<file path="config.mk">
export PLATFORM = sky130hd
export DESIGN_NAME = multicycle_sequencer
export DESIGN_NICKNAME = d
export VERILOG_FILES = /design/src/rtl/prog_pkg.sv /design/src/rtl/pc_next.sv /design/src/rtl/multicycle_sequencer.sv
export SDC_FILE = /design/constraint.sdc
export NUM_CORES = 1
export LEC_CHECK = 0
export CAP_MARGIN = 20
export CELL_PAD_IN_SITES_DETAIL_PLACEMENT = 0
export CELL_PAD_IN_SITES_GLOBAL_PLACEMENT = 1
export CORE_AREA = 10 10 100 102
export DETAILED_ROUTE_END_ITERATION = 8
export DIE_AREA = 0 0 110 112
export MAX_ROUTING_LAYER = met4
export PLACE_DENSITY_LB_ADDON = 0.1
export REMOVE_ABC_BUFFERS = 1
export SLEW_MARGIN = 40
export SYNTH_ARGS = -nofsm -noshare
export SYNTH_HDL_FRONTEND = slang
export SYNTH_HIERARCHICAL = 1
export SYNTH_SLANG_ARGS = --single-unit
</file>
<file path="constraint.sdc">
create_clock -name clk -period 6.5 [get_ports clk]
set_clock_uncertainty 0.1 [all_clocks]
set_input_delay 0.65 -clock clk [delete_from_list [all_inputs] [get_ports clk]]
set_output_delay 0.65 -clock clk [all_outputs]
set_load 0.01 [all_outputs]
</file>
<file path="src/rtl/prog_pkg.sv">
// Shared definitions for the Program1 multi-cycle sequencer: opcode and
// state encodings, opcode field position and the branch offset extender.
package prog_pkg;

    localparam int OPC_MSB = 8;
    localparam int OPC_LSB = 6;

    typedef enum logic [2:0] {
        OP_ADD = 3'b000,
        OP_SUB = 3'b001,
        OP_AND = 3'b010,
        OP_XOR = 3'b011,
        OP_LDR = 3'b100,
        OP_STR = 3'b101,
        OP_BR  = 3'b110,
        OP_BRZ = 3'b111
    } opcode_e;

    typedef enum logic [2:0] {
        ST_IDLE   = 3'd0,
        ST_FETCH  = 3'd1,
        ST_DECODE = 3'd2,
        ST_EXEC   = 3'd3,
        ST_MEM    = 3'd4,
        ST_WB     = 3'd5,
        ST_DONE   = 3'd6
    } state_e;

    // Branch offset lives in ir[5:0]; callers truncate to their PC width,
    // which gives modulo-2^PC_W branch arithmetic for free.
    function automatic logic [31:0] sext_off(input logic [8:0] ir);
        return {{26{ir[5]}}, ir[5:0]};
    endfunction

endpackage

</file>
<file path="src/rtl/pc_next.sv">
// Next-PC selection: taken branch target or sequential increment.
module pc_next
    import prog_pkg::*;
#(
    parameter int PC_W = 10
) (
    input  logic [PC_W-1:0] pc,
    input  logic [8:0]      ir,
    input  logic            zero_flag,
    input  logic            branch_sel,
    output logic [PC_W-1:0] next_pc
);

    opcode_e opcode;
    logic    take;

    assign opcode = opcode_e'(ir[OPC_MSB:OPC_LSB]);

    // branch_sel qualifies the decision to the cycle in which branches resolve
    assign take = branch_sel &&
                  ((opcode == OP_BR) || ((opcode == OP_BRZ) && zero_flag));

    assign next_pc = take ? (pc + PC_W'(sext_off(ir))) : (pc + PC_W'(1));

endmodule

</file>
<file path="src/rtl/multicycle_sequencer.sv">
// Multi-cycle control FSM for the 9-bit Program1 processor. Owns PC and IR,
// drives ALU/writeback strobes and a valid/ready data memory request.
//
//   state  | meaning
//   -------+---------------------------------------------------------
//   IDLE   | waiting for start after reset
//   FETCH  | end-of-program check, latch instruction into IR
//   DECODE | one-cycle decode slot
//   EXEC   | ALU strobe / branch resolve / hand off to MEM
//   MEM    | dmem request held until dmem_ready
//   WB     | load writeback strobe
//   DONE   | program finished, PC holds, start restarts
module multicycle_sequencer
    import prog_pkg::*;
#(
    parameter int              PC_W     = 10,
    parameter logic [PC_W-1:0] PROG_LEN = PC_W'(1023),
    parameter int              CNT_W    = 16
) (
    input  logic             clk,
    input  logic             reset,
    input  logic             start,
    input  logic [8:0]       imem_rdata,
    input  logic             zero_flag,
    input  logic             dmem_ready,
    output logic [PC_W-1:0]  pc,
    output logic [8:0]       ir,
    output logic [2:0]       alu_op,
    output logic             reg_write,
    output logic             mem_to_reg,
    output logic             dmem_req,
    output logic             dmem_we,
    output logic             busy,
    output logic             done,
    output logic [CNT_W-1:0] cycle_count,
    output logic [CNT_W-1:0] instr_count
);

    localparam logic [2:0] S_IDLE   = ST_IDLE;
    localparam logic [2:0] S_FETCH  = ST_FETCH;
    localparam logic [2:0] S_DECODE = ST_DECODE;
    localparam logic [2:0] S_EXEC   = ST_EXEC;
    localparam logic [2:0] S_MEM    = ST_MEM;
    localparam logic [2:0] S_WB     = ST_WB;
    localparam logic [2:0] S_DONE   = ST_DONE;

    logic [2:0]      state;
    opcode_e         opcode;
    logic            is_alu;
    logic            is_mem;
    logic            start_ok;
    logic            retire;
    logic [PC_W-1:0] next_pc;

    assign opcode   = opcode_e'(ir[OPC_MSB:OPC_LSB]);
    assign is_alu   = (ir[OPC_MSB] == 1'b0);
    assign is_mem   = (opcode == OP_LDR) || (opcode == OP_STR);
    assign start_ok = start && ((state == S_IDLE) || (state == S_DONE));

    // Memory ops retire when they leave MEM (store) or WB (load)
    assign retire = ((state == S_EXEC) && !is_mem) ||
                    ((state == S_MEM) && dmem_ready && (opcode == OP_STR)) ||
                    (state == S_WB);

    pc_next #(
        .PC_W (PC_W)
    ) u_pc_next (
        .pc         (pc),
        .ir         (ir),
        .zero_flag  (zero_flag),
        .branch_sel (state == S_EXEC),
        .next_pc    (next_pc)
    );

    // Outputs decode straight from state so reset drops them asynchronously
    assign busy       = (state != S_IDLE) && (state != S_DONE);
    assign done       = (state == S_DONE);
    assign alu_op     = ((state == S_EXEC) && is_alu) ? ir[OPC_MSB:OPC_LSB] : 3'b000;
    assign reg_write  = ((state == S_EXEC) && is_alu) || (state == S_WB);
    assign mem_to_reg = (state == S_WB);
    assign dmem_req   = (state == S_MEM);
    assign dmem_we    = (state == S_MEM) && (opcode == OP_STR);

    // Sequencing FSM with PC and IR updates
    always_ff @(posedge clk or posedge reset) begin
        if (reset) begin
            state <= S_IDLE;
            pc    <= '0;
            ir    <= '0;
        end else begin
            case (state)
                S_IDLE, S_DONE: begin
                    if (start) begin
                        pc    <= '0;
                        state <= S_FETCH;
                    end
                end
                S_FETCH: begin
                    if (pc == PROG_LEN) begin
                        state <= S_DONE;
                    end else begin
                        ir    <= imem_rdata;
                        state <= S_DECODE;
                    end
                end
                S_DECODE: begin
                    state <= S_EXEC;
                end
                S_EXEC: begin
                    if (is_mem) begin
                        state <= S_MEM;
                    end else begin
                        pc    <= next_pc;
                        state <= S_FETCH;
                    end
                end
                S_MEM: begin
                    if (dmem_ready) begin
                        if (opcode == OP_STR) begin
                            pc    <= next_pc;
                            state <= S_FETCH;
                        end else begin
                            state <= S_WB;
                        end
                    end
                end
                S_WB: begin
                    pc    <= next_pc;
                    state <= S_FETCH;
                end
                default: begin
                    state <= S_IDLE;
                end
            endcase
        end
    end

    // Saturating busy-cycle and retired-instruction counters, cleared on start
    always_ff @(posedge clk or posedge reset) begin
        if (reset) begin
            cycle_count <= '0;
            instr_count <= '0;
        end else if (start_ok) begin
            cycle_count <= '0;
            instr_count <= '0;
        end else begin
            if (busy && (cycle_count != '1)) begin
                cycle_count <= cycle_count + CNT_W'(1);
            end
            if (retire && (instr_count != '1)) begin
                instr_count <= instr_count + CNT_W'(1);
            end
        end
    end

endmodule

</file>
# [After elaboration in Yosys (flattened, before gate mapping)]
# Cells that the tools add are included.
[word_totals] register_bits=54 input_bits=14 out_inout_bits=60 wordCells=73
[op_classes] addsub=4 eq_ne=18 mux=17 bitwise_logic=2 reduce_logical=27
[ops] operator="two-way mux 16 bit" count=4
[ops] operator="two-way mux 10 bit" count=5
[ops] operator="case mux 10 bit (4 select lines)" count=1
[ops] operator="adder 16 x 1 -> 16 bit, second input constant" count=2
[ops] operator="inequality test 16 bit, second input constant" count=2
[ops] operator="equality test 3 bit, second input constant" count=7
[ops] operator="two-way mux 3 bit" count=6
[ops] operator="case mux 3 bit (6 select lines)" count=1
[ops] operator="logical AND 1 bit" count=11
[ops] operator="adder 10 x 1 -> 10 bit, second input constant" count=1
[ops] operator="adder 10 bit" count=1
[ops] operator="equality test 10 bit, second input constant" count=1
[ops] operator="equality test 3 x 2 -> 1 bit, second input constant" count=2
[ops] operator="logical OR 1 bit" count=6
[ops] operator="inequality test 2 bit, second input constant" count=3
[ops] operator="AND reduction 5 bit" count=1
[ops] operator="AND reduction 2 bit" count=2
[ops] operator="nonzero test 2 bit" count=2
[ops] operator="nonzero test 4 bit" count=1
[ops] operator="equality test 3 x 1 -> 1 bit, second input constant" count=1
[ops] operator="zero test 3 bit" count=1
[ops] operator="inequality test 3 bit, second input constant" count=1
[ops] operator="nonzero test 3 bit" count=1
[ops] operator="inequality test 2 x 1 -> 1 bit, second input constant" count=1
[ops] operator="3 further kinds" count=4

# [Longest topological paths before layout]
# Gate-level depths: netlist (run 1).
[depth] ltp_word=9 ltp_mapped=15

# [Cells and area by module]
# The synthesis (run 1) kept the hierarchy.
[modules_own_cells] mod="multicycle_sequencer" instances=1 cells_per_inst=282 area_each_um2=2793.9
[modules_own_cells] mod="pc_next" instances=1 cells_per_inst=56 area_each_um2=415.4

# [Worst setup path after synthesis (run 1)]
# No wires, ideal clock.
[synth_timing] path_kind="in2reg" start="in zero_flag" end="reg pc[7]" t_arrival_ns=2.592 t_required_ns=6.317 slack_ns=3.726 cell_stages=10 path_buffers=0 cell_sequence="nand2b_1 and4_1 and2_1 ha_1 and3_2 a2111oi_4 mux2i_1 xnor2_1 nand3_1 o21ai_0"
[synth_between] elab_chain_cells=7 word_cells_on_any_way=8
[synth_lines] element="from (decl)" line="multicycle_sequencer.sv:24" rtl="input logic zero_flag,"
[synth_lines] element="logical AND 1 bit *" line="pc_next.sv:21" rtl="((opcode == OP_BR) || ((opcode == OP_BRZ) && zero_flag));"
[synth_lines] element="logical OR 1 bit *" line="pc_next.sv:21"
[synth_lines] element="logical AND 1 bit *" line="pc_next.sv:20" rtl="assign take = branch_sel &&"
[synth_lines] element="two-way mux 10 bit *" line="pc_next.sv:23" rtl="assign next_pc = take ? (pc + PC_W'(sext_off(ir))) : (pc + PC_W'(1));"
[synth_lines] element="via next_pc[7]" line="multicycle_sequencer.sv:53" rtl="logic [PC_W-1:0] next_pc;"
[synth_lines] element="two-way mux 10 bit" line="multicycle_sequencer.sv:119" rtl="if (opcode == OP_STR) begin"
[synth_lines] element="two-way mux 10 bit" line="multicycle_sequencer.sv:118" rtl="if (dmem_ready) begin"
[synth_lines] element="case mux 10 bit (4 select lines) *" line="multicycle_sequencer.sv:91" rtl="case (state)"
[synth_lines] element="to (signal assigned)" line="multicycle_sequencer.sv:113" rtl="pc <= next_pc;"
[synth_lines] element="to (signal assigned)" line="multicycle_sequencer.sv:120" rtl="pc <= next_pc;"
[synth_lines] element="to (signal assigned)" line="multicycle_sequencer.sv:128" rtl="pc <= next_pc;"
[synth_lines] element="to (decl)" line="multicycle_sequencer.sv:26" rtl="output logic [PC_W-1:0] pc,"
# The timed path passes the listed nets; every way through them passes the cells marked *. The select of a mux whose other input is x is not followed.
# A chain may end at the register's enable or synchronous reset.

# [Worst setup path in the final report (run 1)]
[layout_timing] start="reg state[1]" end="reg pc[9]"
[layout_between] elab_chain_cells=6 word_cells_on_any_way=18
[layout_lines] element="from (decl)" line="multicycle_sequencer.sv:47" rtl="logic [2:0] state;"
[layout_lines] element="from (signal assigned)" line="multicycle_sequencer.sv:87" rtl="state <= S_IDLE;"
[layout_lines] element="from (signal assigned)" line="multicycle_sequencer.sv:95" rtl="state <= S_FETCH;"
[layout_lines] element="from (signal assigned)" line="multicycle_sequencer.sv:100" rtl="state <= S_DONE;"
[layout_lines] element="equality test 3 x 2 -> 1 bit *" line="multicycle_sequencer.sv:71" rtl=".branch_sel (state == S_EXEC),"
[layout_lines] element="logical AND 1 bit *" line="pc_next.sv:20"
[layout_lines] element="two-way mux 10 bit *" line="pc_next.sv:23"
[layout_lines] element="via next_pc[9]" line="multicycle_sequencer.sv:53"
[layout_lines] element="two-way mux 10 bit" line="multicycle_sequencer.sv:119"
[layout_lines] element="two-way mux 10 bit" line="multicycle_sequencer.sv:118"
[layout_lines] element="case mux 10 bit (4 select lines) *" line="multicycle_sequencer.sv:91"
# Marks and branches as above.

==> flow_summary_export.csv, run 1 <==
group,metric,value,unit
outcome,status,"finished clean",
pwr,vdd_drop_max,0.158,mV
worst_setup_path,critPathMaxStageDelay,650,ps
clock_network,clock_sinks,54,
synth,synth-edff-count,0,
floorplanning,fp.dieW,110,µm
clock_network,clkTransAtPathRegs,110,ps
route,antenna_left,0,
place,dp_slack,3080,ps
global_route,grt.overflow.total,0,
pwr,p_leak,1.75,nW
sta,tns,0,ps
global_route,grt_max_degree,55,
synth,synthCells,338,
sta,min_period_over_period,50.4,%
sta,relSlewSlack,46.7,%
clock_network,clock_latency,310,ps
route,firstDrtPassIters,4,
worst_setup_path,critical_path_class,"reg2reg",
global_route,antenna_found_initial,0,
clock_network,htree_levels,2,
route,via_per_inst,5.39,
clock_network,postCtsSetupRepairBufs,0,
synth,synth_ff_type,"dfrtp_1",
sta,min_period,3280,ps
worst_setup_path,path_common_cell,"inv_1",
worst_setup_path,crit_path_top_delay_cell,"dfrtp_1",
sta,setup_viol,0,
route,drt_iter0_markers,127,
place,dp_hpwl,6330,µm
place,dpl.cell_count,506,
global_route,grt_pass1_vias,2657,
layout,final_cells,514,
synth,netlist-cell-type-count,58,
floorplanning,pin_count,74,
worst_hold_path,hold_start,"cycle_count[5]",
layout,drive_gt1_share,5.13,%
layout,area_growth,28.9,%
sta,rsz0062_at_grt,"false",
worst_hold_path,hold_path_class,"reg2reg",
synth,synth_top_area_cell,"dfrtp_1",
worst_setup_path,end_kind,"flop",
sta,setup_ws,3220,ps
route,wl_per_cell,16.5,µm
layout,num_antenna_cells,0,
global_route,grt_pass1_wl,14000,µm
clock_network,root_buffer,"clkbuf_8",
sta,tightest_slew,797,ps
route,vias,2768,
worst_setup_path,cp-startpoint,"state[1]",
worst_setup_path,worstPathMaxFanout,15,
place,numPortBuffers,72,
worst_setup_path,path_cells,"nand3b_1 -> inv_1 -> and4_1 -> nand2_1 -> inv_1 -> ha_1 -> a21oi_2 -> nor2_1 -> a2111oi_4 -> mux2i_1 -> xnor2_1 -> nand3_1 -> o21ai_0",
synth,synth.avg_cell_area,9.50,µm²
place,gp_congestion,0.896,
synth,synth_area_leaders,"dfrtp_1, nand3_1, xnor2_1",
synth,ys_seq_area_share,42.1,%
clock_network,numCtsBuffers,5,
synth,ys_ff_latch,54,
worst_setup_path,cp.required,6610,ps
worst_setup_path,r2r_start,"state[1]",
global_route,grt_use_total,14.2,%
sta,slew_viol_final,0,
clock_network,ctsHoldBuffers,0,
synth,syn_area,3210,µm²
clock_network,cts_resized,0,
synth,synth_top_area_share,42.1,%
route,totalWireLength,8470,µm
clock_network,clk_path_buf_depth,2,
sta,max_freq,0.305,GHz
floorplanning,die_y,112,µm
layout,nFillCells,765,
floorplanning,coreArea,8050,µm²
flow_run,maxCapViolations,0,
worst_setup_path,arrival,3390,ps
worst_setup_path,critPathLaunchType,"flop",
pwr,p_per_area,388,nW/µm²
floorplanning,die_area,12300,µm²
floorplanning,start_util,39.9,%
synth,ys.warnings.count,6,
sta,holdWs,427,ps
clock_network,cts_tree,"yes",
floorplanning,row_count,33,
layout,nets,430,
route,drc,0,
synth,synth_async_sr_flop_share,100,%
sta,final_hold_viol_count,0,
-- critical path: cells and delay by family, from the launching register on --
family / cells / cell delay, ps
xor+xnor: 1 / 140
mux: 1 / 280
simple gates: 5 / 880
compound gates: 3 / 690
flops: 1 / 650
buf+inv: 2 / 210
fa+ha+maj: 1 / 220
-- sequential cells by signal (all words and copies together), names as in the netlist --
signal       count
cycle_count     16
instr_count     16
pc              10
ir               9
state            3
-- cells in the mapped netlist, drive strengths merged (3+ instances only) --
cell type	instances
a21oi	8
a22o	4
and2	8
and3	10
and4	4
buf	5
clkbuf	6
dfrtp	54
ha	7
inv	18
mux2	12
mux2i	11
nand2	30
nand2b	5
nand3	33
nand4	7
nor2	21
nor2b	3
nor3	9
nor3b	3
nor4	4
o211ai	3
o21ai	18
o2bb2ai	3
o31ai	3
xnor2	18
xor2	5
-- routing by layer --
| layer | vias to the layer above | GRT usage [%] | wire length, µm |
|---|---|---|---|
| met4 | 0 | 3.04 | 76 |
| met2 | 71 | 20.8 | 3870 |
| met1 | 1328 | 19.3 | 4100 |
| met3 | 7 | 3.34 | 423 |
| met5 | - | - | 0 |
| li1 | 1362 | - | - |
-- power by group --
part	internal (mW)	total [mW]	leakage (nW)	switching, mW
Combinational	0.367	0.776	0.982	0.409
Clock	0.116	0.233	0.0585	0.117
Sequential	0.435	0.595	0.715	0.160
Total	0.917	1.60	1.75	0.686
-- worst paths after layout --
| kind | endpoint | depth (start not counted) | slack (ps) |
|---|---|---|---|
| min | cycle_count[5] | 1 | 430 |
| max in group asynchronous | ir[4] | 3 | 5100 |
| min in group asynchronous | cycle_count[5] | 3 | 740 |
| max reg2reg | pc[9] | 13 | 3220 |
| min reg2reg | cycle_count[5] | 1 | 430 |
| max | pc[9] | 13 | 3220 |
-- cells by family after synthesis --
logic type / after synthesis / synth area share [%]
AND/OR/NAND/NOR: 144 / 24.1
AO/OA/AOI/OAI: 56 / 12.7
flip-flops: 54 / 42.1
buffers and inverters: 29 / 3.74
XOR/XNOR: 23 / 6.28
multiplexers: 23 / 7.64
adder cells (fa/ha/maj): 8 / 3.35
other: 1 / 0.117
-- stage by stage --
stage          instance area (µm²)  utilization (%)  power, mW
5_1_grt                       4140             51.4       1.75
3_3_place_gp                  4020             50.0       1.38
4_1_cts                       4140             51.4       1.63
3_5_place_dp                  4020             50.0       1.39
6_report                      4140             51.4       1.60
2_1_floorplan                 3160                -       1.01
-- area by class of cell --
class,instances,area (µm²),area share (%)
clock buffers,5,68.8,1.66
clock inverters,3,43.8,1.06
inverters,18,67.6,1.63
multi-input cells,255,1740,42.0
flip-flops and latches,54,1350,32.7
well taps,105,131,3.18
repair buffers,74,736,17.8
-- layout by cell type (no fill, tap or decap), types with 9 or more instances in the layout --
master / n
and3_1: 9
mux2_1: 10
nor3_1: 9
inv_1: 16
dfrtp_1: 54
o21ai_0: 16
mux2i_1: 11
clkdlybuf4s50_1: 72
nand2_1: 30
xnor2_1: 18
nand3_1: 33
nor2_1: 20
(Power assumes the default switching activity.)
==> inputs of run 2 (changes only) <==
--- a/config.mk
+++ b/config.mk
@@ -8,9 +8,9 @@
 export CAP_MARGIN = 20
 export CELL_PAD_IN_SITES_DETAIL_PLACEMENT = 0
 export CELL_PAD_IN_SITES_GLOBAL_PLACEMENT = 1
-export CORE_AREA = 10 10 100 102
+export CORE_AREA = 10 10 109 111
 export DETAILED_ROUTE_END_ITERATION = 8
-export DIE_AREA = 0 0 110 112
+export DIE_AREA = 0 0 119 121
 export MAX_ROUTING_LAYER = met4
 export PLACE_DENSITY_LB_ADDON = 0.1
 export REMOVE_ABC_BUFFERS = 1
==> constraint.sdc (replaced) <==
create_clock -name clk -period 2.75 [get_ports clk]
set_clock_uncertainty 0.1 [all_clocks]
set_input_delay 0.275 -clock clk [delete_from_list [all_inputs] [get_ports clk]]
set_output_delay 0.275 -clock clk [all_outputs]
set_load 0.01 [all_outputs]
==> run 2 against run 1 <==
Combinational power grew to 2.8 times the previous value; fmax is 24% higher; power is 150% higher; clock power is 110% higher; sequential power is 120% higher; sequential share of layout area is 1.5 points lower; first-iteration DRC count is 30% lower; die area is 17% higher; global-route usage is 1.2 points lower; clock-buffer cell count is 2 higher; critical endpoint is now pc[6]; largest power group unchanged.
==> flow_summary_export.csv, run 2 (synthesized netlist as in run 1, its figures left out) <==
group,metric,value,unit
outcome,status,"finished clean",
layout,reg_top3,"cycle_count: 16 flops, instr_count: 16 flops, pc: 10 flops",
layout,nets,446,
flow_run,maxCapViolations,0,
worst_setup_path,path_common_cell,"inv_2",
clock_network,root_buffer,"clkbuf_8",
pwr,netSwitchingPower,1.68,mW
route,drt_iter0_markers,89,
floorplanning,start_util,33.3,%
pwr,p_per_area,910,nW/µm²
worst_setup_path,cpLargestDelayFamily,"simple AND/OR/NAND/NOR gates",
sta,final_hold_viol_count,0,
worst_setup_path,critical_path_class,"reg2reg",
worst_setup_path,worstPathMaxFanout,5,
pwr,vdd_drop_max,0.318,mV
sta,setup_ws,99.0,ps
layout,drive_gt1_share,11.3,%
sta,min_period,2650,ps
layout,num_antenna_cells,0,
place,dp_hpwl,6910,µm
clock_network,numCtsBuffers,5,
route,antenna_left,0,
clock_network,htree_levels,2,
clock_network,clk_path_buf_depth,2,
worst_setup_path,cp_num_buf_inv,2,
route,wl_per_cell,16.4,µm
sta,rsz0062_at_grt,"true",
worst_setup_path,end_kind,"flop",
pwr,p_leak,1.82,nW
sta,max_freq,0.377,GHz
worst_hold_path,hold_path_class,"in2async",
clock_network,clock_latency,320,ps
global_route,grt_use_total,12.9,%
worst_setup_path,critPathMaxStageDelay,390,ps
layout,area_growth,35.0,%
place,numPortBuffers,72,
sta,relSlewSlack,59.0,%
floorplanning,row_count,36,
floorplanning,pin_count,74,
worst_setup_path,arrival,2800,ps
worst_setup_path,path_cells,"nand3b_1 -> inv_2 -> and4_4 -> nand2b_1 -> ha_2 -> inv_2 -> fa_2 -> nor2b_2 -> o31a_1 -> nor2_2 -> mux2i_1 -> xnor2_1 -> nand3_1 -> o21ai_1",
pwr,swShare,42.7,%
worst_setup_path,critPathLaunchType,"flop",
route,via_per_inst,4.99,
route,totalWireLength,9130,µm
global_route,grt_max_degree,30,
worst_setup_path,crit_path_top_delay_cell,"dfrtp_1",
sta,setup_viol,0,
global_route,grt.overflow.total,0,
floorplanning,die_y,121,µm
sta,tns,0,ps
clock_network,cts_tree,"yes",
clock_network,ctsHoldBuffers,0,
floorplanning,die_area,14400,µm²
floorplanning,fp.dieW,119,µm
worst_setup_path,cp.required,2900,ps
sta,min_period_over_period,96.4,%
pwr,internal_power,2.26,mW
sta,slew_viol_final,0,
route,vias,2786,
sta,tightest_slew,615,ps
route,drc,0,
pwr,pwr-share-seq,33.2,%
clock_network,clock_sinks,54,
route,firstDrtPassIters,4,
clock_network,clkTransAtPathRegs,110,ps
place,dp_slack,-311,ps
place,gp_congestion,0.811,
layout,layout_commonest_cell,"clkdlybuf4s50_1",
floorplanning,coreArea,9640,µm²
global_route,antenna_found_initial,0,
pwr,p_clk_share,12.3,%
global_route,grt_pass1_wl,15000,µm
global_route,grt_pass1_vias,2738,
pwr,p_comb_share,54.6,%
layout,layout_common_cells,"clkdlybuf4s50_1, dfrtp_1, nand3_1",
==> run 2: worst register-to-register path, stage by stage, from the launching register on <==
cell,delay (ps)
dfrtp_1,390
nand3b_1,210
inv_2,80
and4_4,230
nand2b_1,80
ha_2,190
inv_2,60
fa_2,210
nor2b_2,50
o31a_1,260
nor2_2,190
mux2i_1,240
xnor2_1,140
nand3_1,80
o21ai_1,90
==> run 2: stage by stage <==
stage | hold WS, ps | utilization (%) | total power [mW] | cells | instance area, µm²
final | 250 | 44.9 | 3.94 | 558 | 4330
after global routing | 303 | 44.9 | 4.28 | 558 | 4330
after CTS | 277 | 44.4 | 3.96 | 557 | 4280
after detailed placement | 411 | 43.4 | 3.45 | 549 | 4180
after global placement | 409 | 43.4 | 3.45 | 549 | 4180
after floorplan | 284 | - | 2.38 | 327 | 3160
==> run 2: final cells by class <==
type                            instances  area [µm²]
Clock buffer                            7        86.3
Multi-Input combinational cell        255        1790
Tap cell                              133         166
Clock inverter                          1        5.00
Timing Repair Buffer                   90         868
Inverter                               18        67.6
Fill cell                            1012        5310
Sequential cell                        54        1350
==> run 2: final timing paths <==
kind / startpoint / endpoint / slack, ps / depth (start not counted)
min reg2reg: ir[0] / ir[0] / 430 / 1
min in group clk: ir[0] / ir[0] / 430 / 1
min: reset / pc[6] / 250 / 2
max: state[2] / pc[6] / 100 / 14
max reg2reg: state[2] / pc[6] / 100 / 14
max in group asynchronous: reset / pc[0] / 1720 / 3
==> run 2: per-layer routing <==
layer,up-vias,track usage [%],routed length [µm]
li1,1386,-,-
met1,1348,16.5,4190
met2,48,20.4,4430
met3,4,3.40,474
met4,0,2.29,32
met5,-,-,0
==> run 2: power by group through the flow <==
stage | Clock [mW] | Combinational, mW | Sequential [mW]
global placement | 0 | 2.12 | 1.32
detailed placement | 0 | 2.13 | 1.32
global route | 0.537 | 2.39 | 1.36
finish | 0.483 | 2.15 | 1.31
CTS | 0.507 | 2.15 | 1.31
floorplan | 0 | 0.961 | 1.42
==> run 2: timing repair <==
| action | CTS | global route |
|---|---|---|
| gates resized for setup | 1 | 18 |
| setup endpoints to repair | 2 | 4 |
| pin swaps | 0 | 8 |
| buffers inserted | 0 | 1 |
| hold endpoints to repair | 0 | 0 |
